--- config.mk ---
export PLATFORM = sky130hd
export DESIGN_NAME = mem_access_sequencer
export DESIGN_NICKNAME = d
export VERILOG_FILES = /design/src/rtl/mem_access_sequencer.sv
export SDC_FILE = /design/constraint.sdc
export NUM_CORES = 1
export LEC_CHECK = 0
export ABC_AREA = 1
export CAP_MARGIN = 15
export CORE_MARGIN = 3
export CORE_UTILIZATION = 50
export DETAILED_ROUTE_END_ITERATION = 6
export HOLD_SLACK_MARGIN = 0.1
export PLACE_DENSITY = 0.83
export SLEW_MARGIN = 20
export SYNTH_ARGS = -nofsm -noshare
export SYNTH_HDL_FRONTEND = slang
export SYNTH_SLANG_ARGS = --single-unit
--- constraint.sdc ---
create_clock -name Clk -period 11.5 [get_ports Clk]
set_input_delay 2.3 -clock Clk [delete_from_list [all_inputs] [get_ports Clk]]
set_output_delay 2.3 -clock Clk [all_outputs]
set_load 0.01 [all_outputs]
--- src/rtl/mem_access_sequencer.sv ---
// Sequences SPARC-style loads, stores and SWAP onto a 32-bit word-wide RAM.
// Sub-word lanes are big-endian: byte offset 0 lives in bits 31:24.

module mem_access_lane #(
    parameter int LANE = 0
) (
    input  logic [1:0]  size,
    input  logic [1:0]  offset,
    input  logic [31:0] data,
    output logic        be,
    output logic [7:0]  wdata
);
    localparam logic [1:0] LIDX = LANE[1:0];

    // size: 0 byte, 1 halfword, 2/3 full word
    always_comb begin
        be    = 1'b0;
        wdata = 8'h00;
        unique case (size)
            2'd0: begin
                be    = (offset == LIDX);
                wdata = data[7:0];
            end
            2'd1: begin
                be    = (offset[1] == LIDX[1]);
                wdata = LIDX[0] ? data[7:0] : data[15:8];
            end
            default: begin
                be    = 1'b1;
                wdata = data[31-8*LANE -: 8];
            end
        endcase
    end
endmodule

module mem_access_sequencer #(
    parameter int ADDR_W = 8
) (
    input  logic              Clk,
    input  logic              Reset,
    input  logic              Start,
    input  logic [5:0]        OpCode,
    input  logic [ADDR_W-1:0] MAR_Address,
    input  logic [63:0]       MDR_DataIn,
    output logic [63:0]       MDR_DataOut,
    output logic              Busy,
    output logic              Done,
    output logic              AlignErr,
    output logic              Ram_Enable,
    output logic              Ram_Write,
    output logic [3:0]        Ram_ByteEn,
    output logic [ADDR_W-3:0] Ram_Address,
    output logic [31:0]       Ram_WData,
    input  logic [31:0]       Ram_RData
);
    localparam int NUM_LANES = 4;
    localparam int WA_W      = ADDR_W - 2;

    localparam logic [5:0] OP_LD   = 6'b000000;
    localparam logic [5:0] OP_LDUB = 6'b000001;
    localparam logic [5:0] OP_LDUH = 6'b000010;
    localparam logic [5:0] OP_LDD  = 6'b000011;
    localparam logic [5:0] OP_ST   = 6'b000100;
    localparam logic [5:0] OP_STB  = 6'b000101;
    localparam logic [5:0] OP_STH  = 6'b000110;
    localparam logic [5:0] OP_STD  = 6'b000111;
    localparam logic [5:0] OP_LDSB = 6'b001001;
    localparam logic [5:0] OP_LDSH = 6'b001010;
    localparam logic [5:0] OP_SWAP = 6'b001111;

    typedef enum logic [2:0] {IDLE, ACC1, WAIT1, ACC2, WAIT2, FIN} state_t;

    typedef struct packed {
        logic       write;
        logic       swap;
        logic       two;
        logic       sext;
        logic [1:0] size;
    } op_info_t;

    function automatic logic [1:0] op_size(input logic [5:0] op);
        case (op)
            OP_LDUH, OP_LDSH, OP_STH: op_size = 2'd1;
            OP_LD, OP_ST, OP_SWAP:    op_size = 2'd2;
            OP_LDD, OP_STD:           op_size = 2'd3;
            default:                  op_size = 2'd0;
        endcase
    endfunction

    function automatic logic op_legal(input logic [5:0] op);
        case (op)
            OP_LD, OP_LDUB, OP_LDUH, OP_LDD, OP_ST, OP_STB, OP_STH, OP_STD,
            OP_LDSB, OP_LDSH, OP_SWAP: op_legal = 1'b1;
            default:                   op_legal = 1'b0;
        endcase
    endfunction

    function automatic logic misaligned(input logic [1:0] size, input logic [2:0] a);
        case (size)
            2'd1:    misaligned = a[0];
            2'd2:    misaligned = |a[1:0];
            2'd3:    misaligned = |a;
            default: misaligned = 1'b0;
        endcase
    endfunction

    function automatic op_info_t decode(input logic [5:0] op);
        op_info_t d;
        d.size  = op_size(op);
        d.write = (op == OP_ST) || (op == OP_STB) || (op == OP_STH) || (op == OP_STD);
        d.swap  = (op == OP_SWAP);
        d.two   = (op == OP_LDD) || (op == OP_STD) || (op == OP_SWAP);
        d.sext  = (op == OP_LDSB) || (op == OP_LDSH);
        return d;
    endfunction

    state_t              state, state_nx;
    logic [5:0]          op_q;
    logic [ADDR_W-1:0]   addr_q;
    logic [63:0]         din_q;
    logic                err_q;
    logic [63:0]         dout_q;

    op_info_t            info;
    logic                start_err;
    logic [WA_W-1:0]     wa;
    logic                second_word;
    logic [31:0]         st_data;
    logic                acc_on, acc_wr;
    logic [7:0]          rd_byte;
    logic [15:0]         rd_half;
    logic [31:0]         ld_word;

    logic [NUM_LANES-1:0]        lane_be;
    logic [NUM_LANES-1:0][7:0]   lane_wd;

    assign info        = decode(op_q);
    assign start_err   = !op_legal(OpCode) || misaligned(op_size(OpCode), MAR_Address[2:0]);
    assign wa          = addr_q[ADDR_W-1:2];
    // LDD/STD step to the next word on the second access; SWAP stays put
    assign second_word = (state == ACC2) && !info.swap;
    assign st_data     = second_word ? din_q[31:0] : din_q[63:32];
    assign MDR_DataOut = dout_q;

    generate
        for (genvar i = 0; i < NUM_LANES; i++) begin : g_lane
            mem_access_lane #(.LANE(i)) u_lane (
                .size   (info.size),
                .offset (addr_q[1:0]),
                .data   (st_data),
                .be     (lane_be[NUM_LANES-1-i]),
                .wdata  (lane_wd[NUM_LANES-1-i])
            );
        end
    endgenerate

    always_comb begin
        rd_byte = Ram_RData[{~addr_q[1:0], 3'b000} +: 8];
        rd_half = addr_q[1] ? Ram_RData[15:0] : Ram_RData[31:16];
        case (info.size)
            2'd0:    ld_word = {{24{info.sext & rd_byte[7]}}, rd_byte};
            2'd1:    ld_word = {{16{info.sext & rd_half[15]}}, rd_half};
            default: ld_word = Ram_RData;
        endcase
    end

    always_ff @(posedge Clk or posedge Reset) begin
        if (Reset) begin
            state  <= IDLE;
            op_q   <= '0;
            addr_q <= '0;
            din_q  <= '0;
            err_q  <= 1'b0;
            dout_q <= '0;
        end else begin
            state <= state_nx;
            if (state == IDLE && Start) begin
                op_q   <= OpCode;
                addr_q <= MAR_Address;
                din_q  <= MDR_DataIn;
                err_q  <= start_err;
                dout_q <= '0;
            end
            if (state == WAIT1 && !info.write)
                dout_q[63:32] <= ld_word;
            if (state == WAIT2 && !info.write && !info.swap)
                dout_q[31:0] <= Ram_RData;
        end
    end

    always_comb begin
        state_nx    = state;
        acc_on      = (state == ACC1) || (state == ACC2);
        acc_wr      = ((state == ACC1) && info.write) ||
                      ((state == ACC2) && (info.write || info.swap));
        Busy        = (state != IDLE);
        Done        = (state == FIN);
        AlignErr    = (state == FIN) && err_q;
        Ram_Enable  = acc_on;
        Ram_Write   = acc_wr;
        Ram_ByteEn  = 4'b0000;
        Ram_WData   = 32'h0;
        Ram_Address = '0;
        if (acc_on)
            Ram_Address = second_word ? wa + WA_W'(1) : wa;
        if (acc_wr) begin
            Ram_ByteEn = lane_be;
            Ram_WData  = lane_wd;
        end
        unique case (state)
            IDLE:    if (Start) state_nx = start_err ? FIN : ACC1;
            ACC1:    state_nx = WAIT1;
            WAIT1:   state_nx = info.two ? ACC2 : FIN;
            ACC2:    state_nx = WAIT2;
            WAIT2:   state_nx = FIN;
            FIN:     state_nx = IDLE;
            default: state_nx = IDLE;
        endcase
    end
endmodule

-- After elaboration in Yosys (flattened, before gate mapping)
Memory sizes are Yosys's and may differ from the RTL's.
Cells that the tools add are included.
- add/subtract/negate cells: 1
- reduce and logical (&&, ||, !) cells: 32
- bitwise operators: 4
- shifts and indexed selects: 1
- muxes and demuxes: 25
- equal/unequal tests: 21
- operator list (kind ; count):
    two-way mux 32 bit ; 4
    two-way mux 64 bit ; 1
    case mux 32 bit (2 select lines) ; 1
    indexed part select 32 x 6 -> 8 bit ; 1
    equality test 6 x 3 -> 1 bit, second input constant ; 4
    equality test 6 x 4 -> 1 bit, second input constant ; 3
    two-way mux 16 bit ; 1
    two-way mux 8 bit ; 2
    case mux 8 bit (2 select lines) ; 1
    case mux 3 bit (5 select lines) ; 1
    two-way mux 6 bit ; 2
    logical OR 1 bit ; 10
    two-way mux 3 bit ; 3
    equality test 2 bit, second input constant ; 4
    logical AND 1 bit ; 8
    logical NOT 2 bit ; 4
    case mux 1 bit (2 select lines) ; 4
    adder 6 x 1 -> 6 bit, second input constant ; 1
    equality test 2 x 1 -> 1 bit, second input constant ; 3
    equality test 3 x 2 -> 1 bit, second input constant ; 2
    equality test 3 bit, second input constant ; 2
    equality test 6 x 2 -> 1 bit, second input constant ; 1
    two-way mux 2 bit ; 2
    two-way mux 4 bit ; 1
    other kinds (13) ; 18
- ROM bits: 80
- memories: 3
- input port bits: 113
- flip-flop bits (word level): 146
- output and inout port bits: 111
- memory list (name ; words ; bits a word ; rd ports ; clocked after Yosys merged registers in ; wr ports ; RTL line ; text):
    (name not given) ; 16 ; 2 ; 1 ; 0 ; 0 ; 82 ; case (op)
    (name not given) ; 16 ; 2 ; 1 ; 0 ; 0 ; 82 ;
    (name not given) ; 16 ; 1 ; 1 ; 0 ; 0 ; 91 ; case (op)

-- Logic depth before layout (Yosys ltp)
- depth in word-level cells: 8
- gate-level depth with buffers: 12
- depth with buffers taken out: 11

-- Cells and area by module
A second synthesis with hierarchy kept.
- cells, all modules: 1141
- area total of the unflattened synthesis: 7968.9 um^2
- by module, submodules not included (module ; area each (um^2) ; instances ; seq. area each (um^2) ; cells an instance):
    mem_access_sequencer ; 7453.4 ; 1 ; 3653.5 ; 1032
    mem_access_lane (g_lane[0].u_lane) ; 196.4 ; 1 ; 0.0 ; 39
    mem_access_lane (g_lane[2].u_lane) ; 128.9 ; 1 ; 0.0 ; 30
    mem_access_lane (g_lane[1].u_lane) ; 117.6 ; 1 ; 0.0 ; 29
    mem_access_lane (g_lane[3].u_lane) ; 72.6 ; 1 ; 0.0 ; 11

-- Least setup slack after synthesis
No wires, ideal clock.
- path type: register to output
- from: reg op_q[0]
- to: out Ram_WData[19]
- cell stages (with the launch flop): 10
- buffers on the path: 2
- path slack: 7.609 ns
- data required time: 9.200 ns
- arrival time: 1.591 ns
- cells stage by stage: dfrtp_1 > inv_1 > ha_1 > nand2_2 > nand3_4 > inv_1 > buf_4 > buf_2 > o21ai_0 > nor2_1
- longest elaborated chain between the ends: 8
- elaborated cells on any way between the ends: 22
- those cells by class: eq/ne: 6; mux: 4; reduce/logical: 11; memory: 1
- RTL lines (item ; RTL line ; text):
    from (decl) ; 118 ; logic [5:0] op_q;
    from (signal assigned) ; 178 ; op_q <= OpCode;
    branches (longest 7 deep; another with memory read (16 x 2 bit)) ; - ;
    two-way mux 32 bit * ; 206 ; if (acc_wr) begin
    to (decl) ; 53 ; output logic [31:0] Ram_WData,
Every way passes the cells marked *.

-- Worst setup path after layout
- from: reg op_q[1]
- to: out Ram_WData[24]
- longest elaborated chain between the ends: 8
- elaborated cells on any way between the ends: 21
- those cells by class: eq/ne: 6; mux: 4; reduce/logical: 10; memory: 1
- RTL lines (item ; RTL line):
    branches (longest 7 deep; another with memory read (16 x 2 bit)) ; -
    two-way mux 32 bit * ; 206
Marks and branches as above.

==> impl_metrics.yaml <==
global_route:
  antenna_found_initial: 0
  grt_max_degree: 108
  overflow: 0
  grt_pass1_vias: 7628
  grtUsageTotal: 0.2786
  grt_pass1_wl_mm: 39.02
clocking:
  cts_setup_buffers: 0
  clk_pin_slew_ns: 0.06
  cts-root-buf: "clkbuf_16"
  cts_max_level: 4
  tritoncts: "done"
  cts_buffer_depth: 2
  cts_buffers: 17
  clock-sinks: 146
  cts.repair.resized: 0
  worstSkewPairLatency_ns: 0.43
  hold_buffers: 0
critical_path:
  cp.arrival_ns: 3.47
  cp-end-kind: "output port"
  required_ns: 9.20
  worst-setup-path-type: "reg -> out"
  r2r_setup_slack_ns: 8.85
  cp_max_fo: 28
  start_kind: "flop"
placement:
  dpl.hpwl_mm: 17.05
  portBuffers: 223
  globalplace.congestion: 0.9059
  placedCellCount: 1439
detailed_routing:
  via_per_inst: 5.313
  routed_wl_mm: 24.13
  wl_per_cell_um: 16.41
  drtPass1Iterations: 5
  drtIter0Drc: 814
  dr_total_vias: 7816
  final_antenna_net_count: 0
  drcViolationCount: 0
power:
  p_leak_nw: 5.269
  ir_worst_vdd_mv: 0.1464
  power_mw: 2.794
  p_per_area_nw_per_um2: 260.0
sta:
  worst_slew_margin_rel: 0.2878
  finalCriticalPeriod_ns: 5.770
  fmax_mhz: 173.3
  setup_viol: 0
  fin_crit_sh: 0.5018
  finalMaxSlewViolations: 0
  rsz0062_at_grt: "no"
  hold_violations: 0
  fin_setup_tns_ns: 0
  tightest_slew_ns: 1.065
  skew_ns: 0.009035
yosys:
  synth-edff-count: 0
  syn_area_um2: 7880
  yosys_register_bits: 146
  seq_area_frac_synth: 0.4636
  synth.yosys.warnings: 0
  syn_nets: 1180
  synth_ff_type: "dfrtp_1"
  yosysUniqueCellTypes: 36
  ys_async_sr_fraction: 1.000
  syn_avg_cell_area_um2: 7.434
  synthCells: 1060
final_layout:
  area_growth_pct: 36.35
  final_cells: 1471
  layout-drive-gt1-share: 0.05794
  fin_nets: 1367
  diodes: 0
floorplanning:
  start_util: 0.5145
  rows: 45
  die_w_um: 131.5
  die_h_um: 131.5
  ios: 224
  core_area_um2: 15310
  die_area_um2: 17300
status:
  outcome: "finished clean"
min_path:
  hold_class: "reg -> reg"
job:
  drv_cap: 0
report_power, final:
group	total [mW]	switching, mW	internal [mW]
clock network	0.602	0.214	0.388
logic	1.31	0.809	0.504
registers	0.878	0.138	0.740
total	2.79	1.16	1.63
synth_stat cells, types with 2 or more instances:
cell / count / share of area
nand2_4: 3 / 0.0043
nand4_1: 8 / 0.0064
ha_1: 7 / 0.011
buf_6: 4 / 0.0057
nor2_1: 42 / 0.020
o21ai_0: 87 / 0.055
clkbuf_1: 17 / 0.0081
o21ai_1: 10 / 0.0064
nand3b_1: 9 / 0.0086
nand2_1: 355 / 0.17
nand3_4: 2 / 0.0044
buf_4: 10 / 0.0095
buf_2: 26 / 0.017
o21ai_2: 10 / 0.011
inv_2: 5 / 0.0024
a21oi_1: 43 / 0.027
nand2_2: 6 / 0.0048
a22oi_1: 3 / 0.0029
nor2_4: 2 / 0.0029
nor3_1: 2 / 0.0013
nand3_1: 134 / 0.085
o211ai_1: 7 / 0.0067
inv_1: 110 / 0.052
dfrtp_1: 146 / 0.46
final cells by class:
cell class | count | area [um2]
clock buffers | 25 | 535.5
clock inverters | 7 | 116.4
fillers | 1279 | 4571
inverters | 116 | 442.9
multi-input cells | 739 | 3466
flip-flops and latches | 146 | 3654
well taps | 211 | 264.0
repair buffers | 227 | 2266
registers in the layout (all words and copies together), names as in the netlist:
name	flops
MDR_DataOut	64
addr_q	8
din_q	64
err_q	1
op_q	6
state	3
routing by layer:
layer / global-route usage / vias to the layer above / part of all wire / wire (um)
met5: 0 / - / 0 / 0
met4: 0.08635 / 0 / 0.023 / 556
met3: 0.08614 / 40 / 0.10 / 2415
met2: 0.4573 / 374 / 0.47 / 11380
met1: 0.3543 / 3635 / 0.41 / 9781
li1: - / 3767 / - / -
kinds of logic (layout without fill, tap and decap cells):
logic type / Yosys count / count (layout) / synth area share
xor+xnor: 1 / 1 / 0.001112
fa+ha+maj: 7 / 7 / 0.01111
flops: 146 / 146 / 0.4636
buf+inv: 175 / 375 / 0.09844
compound gates: 162 / 162 / 0.1115
simple gates: 569 / 569 / 0.3142
path summary, 6_finish.rpt:
| check | start | end | cells past startpoint |
|---|---|---|---|
| setup / recovery | op_q[1] | Ram_WData[24] | 11 |
| hold / removal | din_q[28] | din_q[28] | 2 |
| setup reg to reg | op_q[1] | MDR_DataOut[52] | 10 |
| hold reg to reg | din_q[28] | din_q[28] | 2 |
| max in group asynchronous | Reset | din_q[7] | 3 |
| min in group asynchronous | Reset | MDR_DataOut[2] | 2 |
metrics by stage:
| step | area (um2) | setup WS (ns) | hold WS (ns) | utilization |
|---|---|---|---|---|
| floorplan | 7880 | 5.277 | 0.4401 | - |
| global placement | 10080 | 6.361 | 0.4536 | 0.6583 |
| detailed placement | 10080 | 6.232 | 0.4600 | 0.6583 |
| CTS | 10730 | 5.765 | 0.4757 | 0.7008 |
| global route | 10740 | 5.540 | 0.4934 | 0.7016 |
| finish | 10740 | 5.730 | 0.4771 | 0.7016 |
critical path, stage by stage (launching register included):
cell and delay, ns:
dfrtp_1 0.40, inv_1 0.09, ha_1 0.29, nand2_2 0.10, nand3_4 0.20, inv_1 0.59
buf_4 0.44, nand3_1 0.14, nand3_1 0.10, nand2_1 0.06, inv_1 0.08, clkdlybuf4s50_1 0.54
cell usage in the layout (no fill, tap or decap), types with 17 or more instances in the layout:
cell / instances
a21oi_1: 43
clkbuf_16: 17
inv_1: 109
nand2_1: 354
o21ai_0: 87
clkdlybuf4s50_1: 223
nand3_1: 134
nor2_1: 42
dfrtp_1: 146
Note: power is estimated with default switching activity, not from simulation.
